File: config.mk
export PLATFORM = sky130hd
export DESIGN_NAME = sme_driver
export DESIGN_NICKNAME = d
export VERILOG_FILES = /design/src/rtl/sme_driver.sv
export SDC_FILE = /design/constraint.sdc
export NUM_CORES = 1
export LEC_CHECK = 0
export CAP_MARGIN = 15
export CORE_ASPECT_RATIO = 1.25
export CORE_MARGIN = 4
export CORE_UTILIZATION = 50
export CTS_BUF_LIST = sky130_fd_sc_hd__clkbuf_2
export DETAILED_ROUTE_END_ITERATION = 10
export HOLD_SLACK_MARGIN = 0.1
export PLACE_DENSITY = 0.76
export SLEW_MARGIN = 20
export SYNTH_ARGS = -nofsm -noshare
export SYNTH_HDL_FRONTEND = slang
export SYNTH_SLANG_ARGS = --single-unit
File: constraint.sdc
create_clock -name clk -period 2.5 [get_ports clk]
set_input_delay 0.5 -clock clk [delete_from_list [all_inputs] [get_ports clk]]
set_output_delay 0.5 -clock clk [all_outputs]
set_load 0.01 [all_outputs]
File: src/rtl/sme_driver.sv
// Host-side loader for the string-matching engine: buffers string/pattern characters,
// streams them to SME on start, then holds the SME result under a valid/ready handshake.
module sme_driver #(
  parameter int unsigned STR_MAX = 32,
  parameter int unsigned PAT_MAX = 8,
  parameter int unsigned TIMEOUT = 255
) (
  input  logic       clk,
  input  logic       reset,
  input  logic       wr_en,
  input  logic       wr_sel,
  input  logic [7:0] wr_data,
  input  logic       start,
  input  logic       keep_str,
  output logic       busy,
  output logic       overflow,
  output logic       start_err,
  output logic [7:0] chardata,
  output logic       isstring,
  output logic       ispattern,
  input  logic       sme_match,
  input  logic [4:0] sme_index,
  input  logic       sme_valid,
  output logic       res_valid,
  output logic       res_match,
  output logic [4:0] res_index,
  output logic       res_timeout,
  input  logic       res_ready
);

  localparam int unsigned SIW = (STR_MAX > 1) ? $clog2(STR_MAX) : 1;
  localparam int unsigned PIW = (PAT_MAX > 1) ? $clog2(PAT_MAX) : 1;
  localparam int unsigned SLW = $clog2(STR_MAX + 1);
  localparam int unsigned PLW = $clog2(PAT_MAX + 1);
  localparam int unsigned CW  = (SIW > PIW) ? SIW : PIW;
  localparam int unsigned WW  = (TIMEOUT > 1) ? $clog2(TIMEOUT) : 1;

  typedef enum logic [2:0] {StIdle, StSendStr, StSendPat, StWait, StHold} state_e;

  state_e         state_q;
  logic [SLW-1:0] str_len_q;
  logic [PLW-1:0] pat_len_q;
  logic [CW-1:0]  cnt_q;
  logic [WW-1:0]  wcnt_q;
  logic [7:0]     str_buf [STR_MAX];
  logic [7:0]     pat_buf [PAT_MAX];

  logic          str_full;
  logic          pat_full;
  logic          start_ok;
  logic          str_we;
  logic          pat_we;
  logic          str_last;
  logic          pat_last;
  logic [CW-1:0] cnt_nxt;

  assign str_full = (str_len_q == SLW'(STR_MAX));
  assign pat_full = (pat_len_q == PLW'(PAT_MAX));
  assign start_ok = (pat_len_q != '0) && (keep_str || (str_len_q != '0));
  // start has priority over a simultaneous write
  assign str_we   = (state_q == StIdle) && wr_en && !start && !wr_sel && !str_full;
  assign pat_we   = (state_q == StIdle) && wr_en && !start && wr_sel && !pat_full;
  assign cnt_nxt  = cnt_q + CW'(1);
  // cnt_q indexes the character currently on chardata
  assign str_last = ((SLW'(cnt_q) + SLW'(1)) == str_len_q);
  assign pat_last = ((PLW'(cnt_q) + PLW'(1)) == pat_len_q);
  assign busy     = (state_q != StIdle);

  always_ff @(posedge clk) begin
    if (str_we) str_buf[SIW'(str_len_q)] <= wr_data;
    if (pat_we) pat_buf[PIW'(pat_len_q)] <= wr_data;
  end

  always_ff @(posedge clk or negedge reset) begin
    if (!reset) begin
      state_q     <= StIdle;
      str_len_q   <= '0;
      pat_len_q   <= '0;
      cnt_q       <= '0;
      wcnt_q      <= '0;
      overflow    <= 1'b0;
      start_err   <= 1'b0;
      chardata    <= 8'd0;
      isstring    <= 1'b0;
      ispattern   <= 1'b0;
      res_valid   <= 1'b0;
      res_match   <= 1'b0;
      res_index   <= 5'd0;
      res_timeout <= 1'b0;
    end else begin
      start_err <= 1'b0;
      unique case (state_q)
        StIdle: begin
          if (start) begin
            if (start_ok) begin
              overflow <= 1'b0;
              cnt_q    <= '0;
              if (keep_str) begin
                state_q   <= StSendPat;
                ispattern <= 1'b1;
                chardata  <= pat_buf[0];
              end else begin
                state_q  <= StSendStr;
                isstring <= 1'b1;
                chardata <= str_buf[0];
              end
            end else begin
              start_err <= 1'b1;
            end
          end else if (wr_en) begin
            if (!wr_sel) begin
              if (str_full) overflow <= 1'b1;
              else          str_len_q <= str_len_q + SLW'(1);
            end else begin
              if (pat_full) overflow <= 1'b1;
              else          pat_len_q <= pat_len_q + PLW'(1);
            end
          end
        end

        StSendStr: begin
          if (str_last) begin
            state_q   <= StSendPat;
            isstring  <= 1'b0;
            ispattern <= 1'b1;
            chardata  <= pat_buf[0];
            cnt_q     <= '0;
          end else begin
            cnt_q    <= cnt_nxt;
            chardata <= str_buf[SIW'(cnt_nxt)];
          end
        end

        StSendPat: begin
          if (pat_last) begin
            state_q   <= StWait;
            ispattern <= 1'b0;
            chardata  <= 8'd0;
            wcnt_q    <= '0;
          end else begin
            cnt_q    <= cnt_nxt;
            chardata <= pat_buf[PIW'(cnt_nxt)];
          end
        end

        StWait: begin
          if (sme_valid) begin
            state_q     <= StHold;
            res_valid   <= 1'b1;
            res_match   <= sme_match;
            res_index   <= sme_index;
            res_timeout <= 1'b0;
            str_len_q   <= '0;
            pat_len_q   <= '0;
          end else if (wcnt_q == WW'(TIMEOUT - 1)) begin
            state_q     <= StHold;
            res_valid   <= 1'b1;
            res_match   <= 1'b0;
            res_index   <= 5'd0;
            res_timeout <= 1'b1;
            str_len_q   <= '0;
            pat_len_q   <= '0;
          end else begin
            wcnt_q <= wcnt_q + WW'(1);
          end
        end

        StHold: begin
          if (res_ready) begin
            state_q   <= StIdle;
            res_valid <= 1'b0;
          end
        end

        default: state_q <= StIdle;
      endcase
    end
  end

endmodule

* After elaboration in Yosys (flattened, before gate mapping)
Memories as Yosys holds them, arrays and structs flattened. Cells that the tools add are included.
Operators by class: add/subtract/negate cells 6, multipliers 0, divide/modulo/power cells 0, magnitude comparators 0, equal/unequal tests 28, shift-type cells 0, muxes and demuxes 71, bitwise gates (word level) 0, reductions and logical operators 35
Operator list (count):
- 8-bit 2-to-1 mux | 8
- 6-bit 2-to-1 mux | 6
- 2-bit != test (second input constant) | 16
- 5-bit 2-to-1 mux | 6
- 1-bit 2-to-1 mux | 28
- 4-bit 2-to-1 mux | 6
- 8-bit one-hot mux with 3 select lines | 1
- 6-bit AND reduction | 4
- 3-bit 2-to-1 mux | 7
- 8-bit one-hot mux with 2 select lines | 1
- 3-bit one-hot mux with 5 select lines | 1
- 5-bit one-hot mux with 3 select lines | 1
- 6-bit one-hot mux with 2 select lines | 1
- 2-bit nonzero test | 6
- 5-bit AND reduction | 2
- 3-bit nonzero test | 3
- 4-bit by 1-bit adder with 4-bit output (second input constant) | 2
- 8-bit by 1-bit adder with 8-bit output (second input constant) | 1
- 8-bit == test (second input constant) | 1
- 4-bit one-hot mux with 2 select lines | 1
- 4-bit AND reduction | 2
- 1-bit logical AND | 7
- 5-bit by 1-bit adder with 6-bit output (second input constant) | 1
- 6-bit by 1-bit adder with 6-bit output (second input constant) | 1
- other kinds (21) | 27
Storage, ports and cells: bits in registers 46, bits in latches 0, bits in writable memories 320, ROM bits 0, input bits 22, output and inout port bits 21, logic and storage cells 156, memories kept 2
Memory list:
- str_buf | words 32, bits a word 8, rd ports 2, clocked after memory_dff 0, write ports 1, line 45 | logic [7:0] str_buf [STR_MAX];
- pat_buf | words 8, bits a word 8, rd ports 2, clocked after memory_dff 0, write ports 1, line 46 | logic [7:0] pat_buf [PAT_MAX];

* Logic depth before layout (Yosys ltp)
depth in word-level cells 7, mapped depth 9, gate-level depth less buffers 8

* Worst setup path after synthesis
No wires, ideal clock.
kind flip-flop to flip-flop, start reg state_q[0], end mem pat_buf[0][0], enable pin, library setup time 0.383 ns, arrival time 2.048 ns, required time 2.117 ns, path slack 0.069 ns, stages on the path, launching flop included 7, buffers on the path 1, period minus slack after synthesis 2.431 ns, cells stage by stage dfrtp_1 > buf_6 > nor3_1 > nand2_1 > nor3_1 > nand2_1 > nor3_1
Between the ends: word-level cells in the longest chain between the ends 7
Ends and longest elaborated chain:
- start, declared | line 40 | state_e state_q;
- start signal, assigned | line 76 | state_q <= StIdle;
- start signal, assigned | line 99 | state_q <= StSendPat;
- start signal, assigned | line 103 | state_q <= StSendStr;
- 3-bit zero test | line 62 | assign pat_we = (state_q == StIdle) && wr_en && !start && wr_sel && !pat_full;
- 1-bit logical AND (4 in a row) | line 62
- 1-bit 2-to-1 mux | line 71 | if (pat_we) pat_buf[PIW'(pat_len_q)] <= wr_data;
- 1-bit 2-to-1 mux (not written as such) | line 71
- end, declared | line 46
Every way passes these cells.

* Worst setup path after layout
start reg cnt_q[0], end reg chardata[4]
Between the ends: word-level cells in the longest chain between the ends 4, elaborated cells on any way between the ends 10, those cells by class add/sub: 3; eq/ne: 2; mux: 3; memory: 2
Ends and longest elaborated chain:
- start, declared | line 43 | logic [CW-1:0] cnt_q;
- start signal, assigned | line 129 | cnt_q <= cnt_nxt;
- start signal, assigned | line 141 | cnt_q <= cnt_nxt;
- 5-bit by 1-bit adder with 5-bit output (tied with other cells) | line 63 | assign cnt_nxt = cnt_q + CW'(1);
- memory read 32 x 8 bit (tied with other cells)
- 8-bit 2-to-1 mux, on equally long branches | line 122, 135
- 8-bit one-hot mux with 3 select lines (*) | line 92 | unique case (state_q)
- end signal, assigned | line 101 | chardata <= pat_buf[0];
- end signal, assigned | line 126 | chardata <= pat_buf[0];
- end signal, assigned | line 130 | chardata <= str_buf[SIW'(cnt_nxt)];
- end, declared | line 18 | output logic [7:0] chardata,
Mark *: on every way between the ends. The rest lies on a longest branch, timed or not. A chain may end at the register's enable or synchronous reset.

==> flow_metrics.tcl <==
set metrics [dict create \
    cpMaxStageDelayCell "dfrtp_4" \
    critPathLaunchType "register" \
    rrSetupSlack_ps 30 \
    netlist_instances 896 \
    place_congestion 0.833 \
    layout_commonest_cell "edfxtp_1" \
    crit_type "register to register" \
    worst_slew_pin_slew_ps 1110 \
    hold_path.class "input pin to register" \
    post-route-period-util 0.990 \
    cts-htree-levels 3 \
    design.core.area_sq_um 30100 \
    synthesis.area_sq_um 15300 \
    cts-root-buf "clkbuf_2" \
    synthArstFlopShare 0.126 \
    fp.dieH_um 204 \
    ir_drop_mv 0.529 \
    wirelength_met1_um 13800 \
    antenna_found_initial 2 \
    min_period_ps 2470 \
    ys_warn_count 0 \
    cp.arrival_ps 3230 \
    synth.distinct_cells 66 \
    finalPower_mw 18.4 \
    drtIter0Drc 1031 \
    layout.nets 1120 \
    grt_pass1_vias 9332 \
    path_cells "ha_4 > buf_12 > buf_4 > mux4_2 > mux2i_1 > a32oi_1 > a31oi_1 > a21oi_1" \
    cts_tree "yes" \
    crit_start "cnt_q[0]$_DFFE_PN0P_" \
    power_density_nw_per_um2 1030 \
    io_pins 43 \
    dr.max_layer_used "met4" \
    cts.clk_slew.worst_paths_ps 100 \
    status "complete, no violations" \
    grt_usage 0.220 \
    syn2layout_area_growth_pct 16.3 \
    firstDrtPassIters 6 \
    die_area_sq_um 33500 \
    syn_area_per_cell_sq_um 17.1 \
    grt_overflow_total 0 \
    ff2ff_path_depth 8 \
    whs_endpoint "res_index[4]$_DFFE_PN0P_" \
    p_leak_nw 6.18 \
    fmax_mhz 404 \
    critPathMaxFanout 12 \
    ys_ff_latch 366 \
    start_util 0.508 \
    fin_skew_ps 79.3 \
    fp-row-count 71 \
    synth_ff_type "edfxtp_1" \
    drc 0 \
    finish.utilization 0.591 \
    syn_nets 927 \
    layout-drive-gt1-share 0.306 \
    clockBufferDepth 3 \
    cap_viol_max_count 0 \
    drt-vias-per-instance 5.91 \
    finalHoldViolations 0 \
    max-slew-margin-rel 0.259 \
    synth_edf_count 320 \
    final_cell_mix "edfxtp_1, clkbuf_2, buf_4" \
    reg2reg_from "cnt_q[0]$_DFFE_PN0P_" \
    grt_max_degree 47 \
    clock-sinks 366 \
    hp-start "sme_index[4]" \
    final_cells 1553 \
    hold_path_depth 2 \
    slowest_delay_ps 520 \
    routed_wl_um 36300 \
    cts_buffers 83 \
    dp.final_hpwl_um 23600 \
    required_ps 3250 \
    seq_area_frac_synth 0.703 \
    placed_cells 1393 \
    setup_ws_ps 25.0 \
    setup_viol_count_final 0 \
    endpoint_kind "register" \
    final_max_slew_viol_count 0 \
    avgRoutedWirePerCell_um 23.4 \
    num_vias 9183 \
    dieWidth_um 164 \
    clock_latency_ps 880 \
    grt_pass1_wl_um 54700 \
    r2r_end "chardata[4]$_DFFE_PN0P_" \
    met3_length_um 2800 \
    portBuffers 42 \
    ant_nets 0 \
    fillCellCount 2183 \
    pre_cts_ws_ps -70.3 \
    wl_met2_um 18500 \
]
==> where the power goes <==
part / total (mW) / internal [mW] / switching [mW]
Combinational: 7.62 / 3.54 / 4.09
Clock: 3.56 / 1.34 / 2.22
Sequential: 7.19 / 6.97 / 0.213
Total: 18.4 / 11.9 / 6.52
==> state kept, by name, summed over array words and instances (netlist names) <==
register and cells:
isstring 1, str_buf 256, pat_len_q 4, wcnt_q 8, ispattern 1, res_match 1, res_valid 1, start_err 1
str_len_q 6, chardata 8, pat_buf 64, res_index 5, overflow 1, res_timeout 1, cnt_q 5, state_q 3
==> area by class of cell <==
| class | instances | area (sq um) | area share |
|---|---|---|---|
| diodes | 3 | 7.51 | 0.000422 |
| clock buffers | 114 | 571 | 0.0321 |
| clock inverters | 31 | 155 | 0.00872 |
| inverters | 10 | 37.5 | 0.00211 |
| multi-input cells | 472 | 4360 | 0.245 |
| flip-flops and latches | 366 | 10800 | 0.605 |
| well taps | 401 | 502 | 0.0282 |
| repair buffers | 156 | 1400 | 0.0788 |
==> per-stage QoR <==
step | setup TNS [ps] | instance area [sq um] | hold WS [ps]
after global routing | -72.8 | 17800 | 188
after global placement | -3310 | 16900 | 485
after floorplan | 0 | 15300 | 204
after CTS | 0 | 17600 | 173
after detailed placement | -5890 | 16900 | 492
final | 0 | 17800 | 242
==> layer usage <==
| metal | track usage | vias to the layer above |
|---|---|---|
| met5 | 0 | - |
| met4 | 0.0918 | 0 |
| met3 | 0.0528 | 88 |
| met2 | 0.362 | 459 |
| met1 | 0.281 | 4622 |
| li1 | - | 4014 |
==> worst max path at each step <==
stage	endpoint	slack, ps
floorplan	pat_buf[0][0]$_DFFE_PP_	70
global placement	str_buf[13][6]$_DFFE_PP_	-50
detailed placement	str_buf[13][6]$_DFFE_PP_	-70
CTS	state_q[0]$_DFFE_PN0P_	2
global route	chardata[4]$_DFFE_PN0P_	-40
finish	chardata[4]$_DFFE_PN0P_	30
==> critical path, delay by kind of cell (launching register included) <==
family          cells  cell delay [ps]
mux                 2              720
buf+inv             2              270
flops               1              520
compound gates      3              520
fa+ha+maj           1              330
==> cell usage after synthesis, types with 5 or more instances <==
| cell | number | share of area |
|---|---|---|
| xnor2_1 | 8 | 0.0046 |
| and3_1 | 5 | 0.0020 |
| buf_1 | 6 | 0.0015 |
| a21oi_1 | 32 | 0.010 |
| nor3_1 | 11 | 0.0036 |
| a32oi_1 | 15 | 0.0086 |
| ha_1 | 9 | 0.0074 |
| mux4_2 | 80 | 0.12 |
| xor2_1 | 11 | 0.0063 |
| nor2_1 | 61 | 0.015 |
| o21ai_0 | 23 | 0.0075 |
| nand2_1 | 79 | 0.019 |
| edfxtp_1 | 320 | 0.63 |
| inv_1 | 10 | 0.0025 |
| nand3_1 | 17 | 0.0056 |
| nand3b_1 | 5 | 0.0025 |
| buf_2 | 22 | 0.0072 |
| dfrtp_1 | 46 | 0.075 |
| clkbuf_1 | 16 | 0.0039 |
| nand2b_1 | 5 | 0.0020 |
| mux2i_1 | 25 | 0.016 |
| nand4_1 | 6 | 0.0025 |
| a22o_1 | 6 | 0.0034 |
| or3_1 | 5 | 0.0020 |
| a31oi_1 | 11 | 0.0045 |
==> logic make-up after synthesis <==
logic type / synth area share
DFF: 0.703
and+or+nand+nor: 0.0654
AOI/OAI and AO/OA: 0.0553
muxes: 0.135
buffers and inverters: 0.0173
xor gates and xnor gates: 0.0164
adders and majority gates: 0.00736
==> what timing repair did <==
item / 4_1_cts / 5_1_grt
gates resized for setup: 4 / 14
pin swaps: 1 / 8
hold buffers: 1 / 0
endpoints found under the hold margin: 46 / 0
gates cloned: 0 / 1
setup endpoints to repair: 2 / 16
buffers inserted: 1 / 9
(Power assumes the default switching activity.)
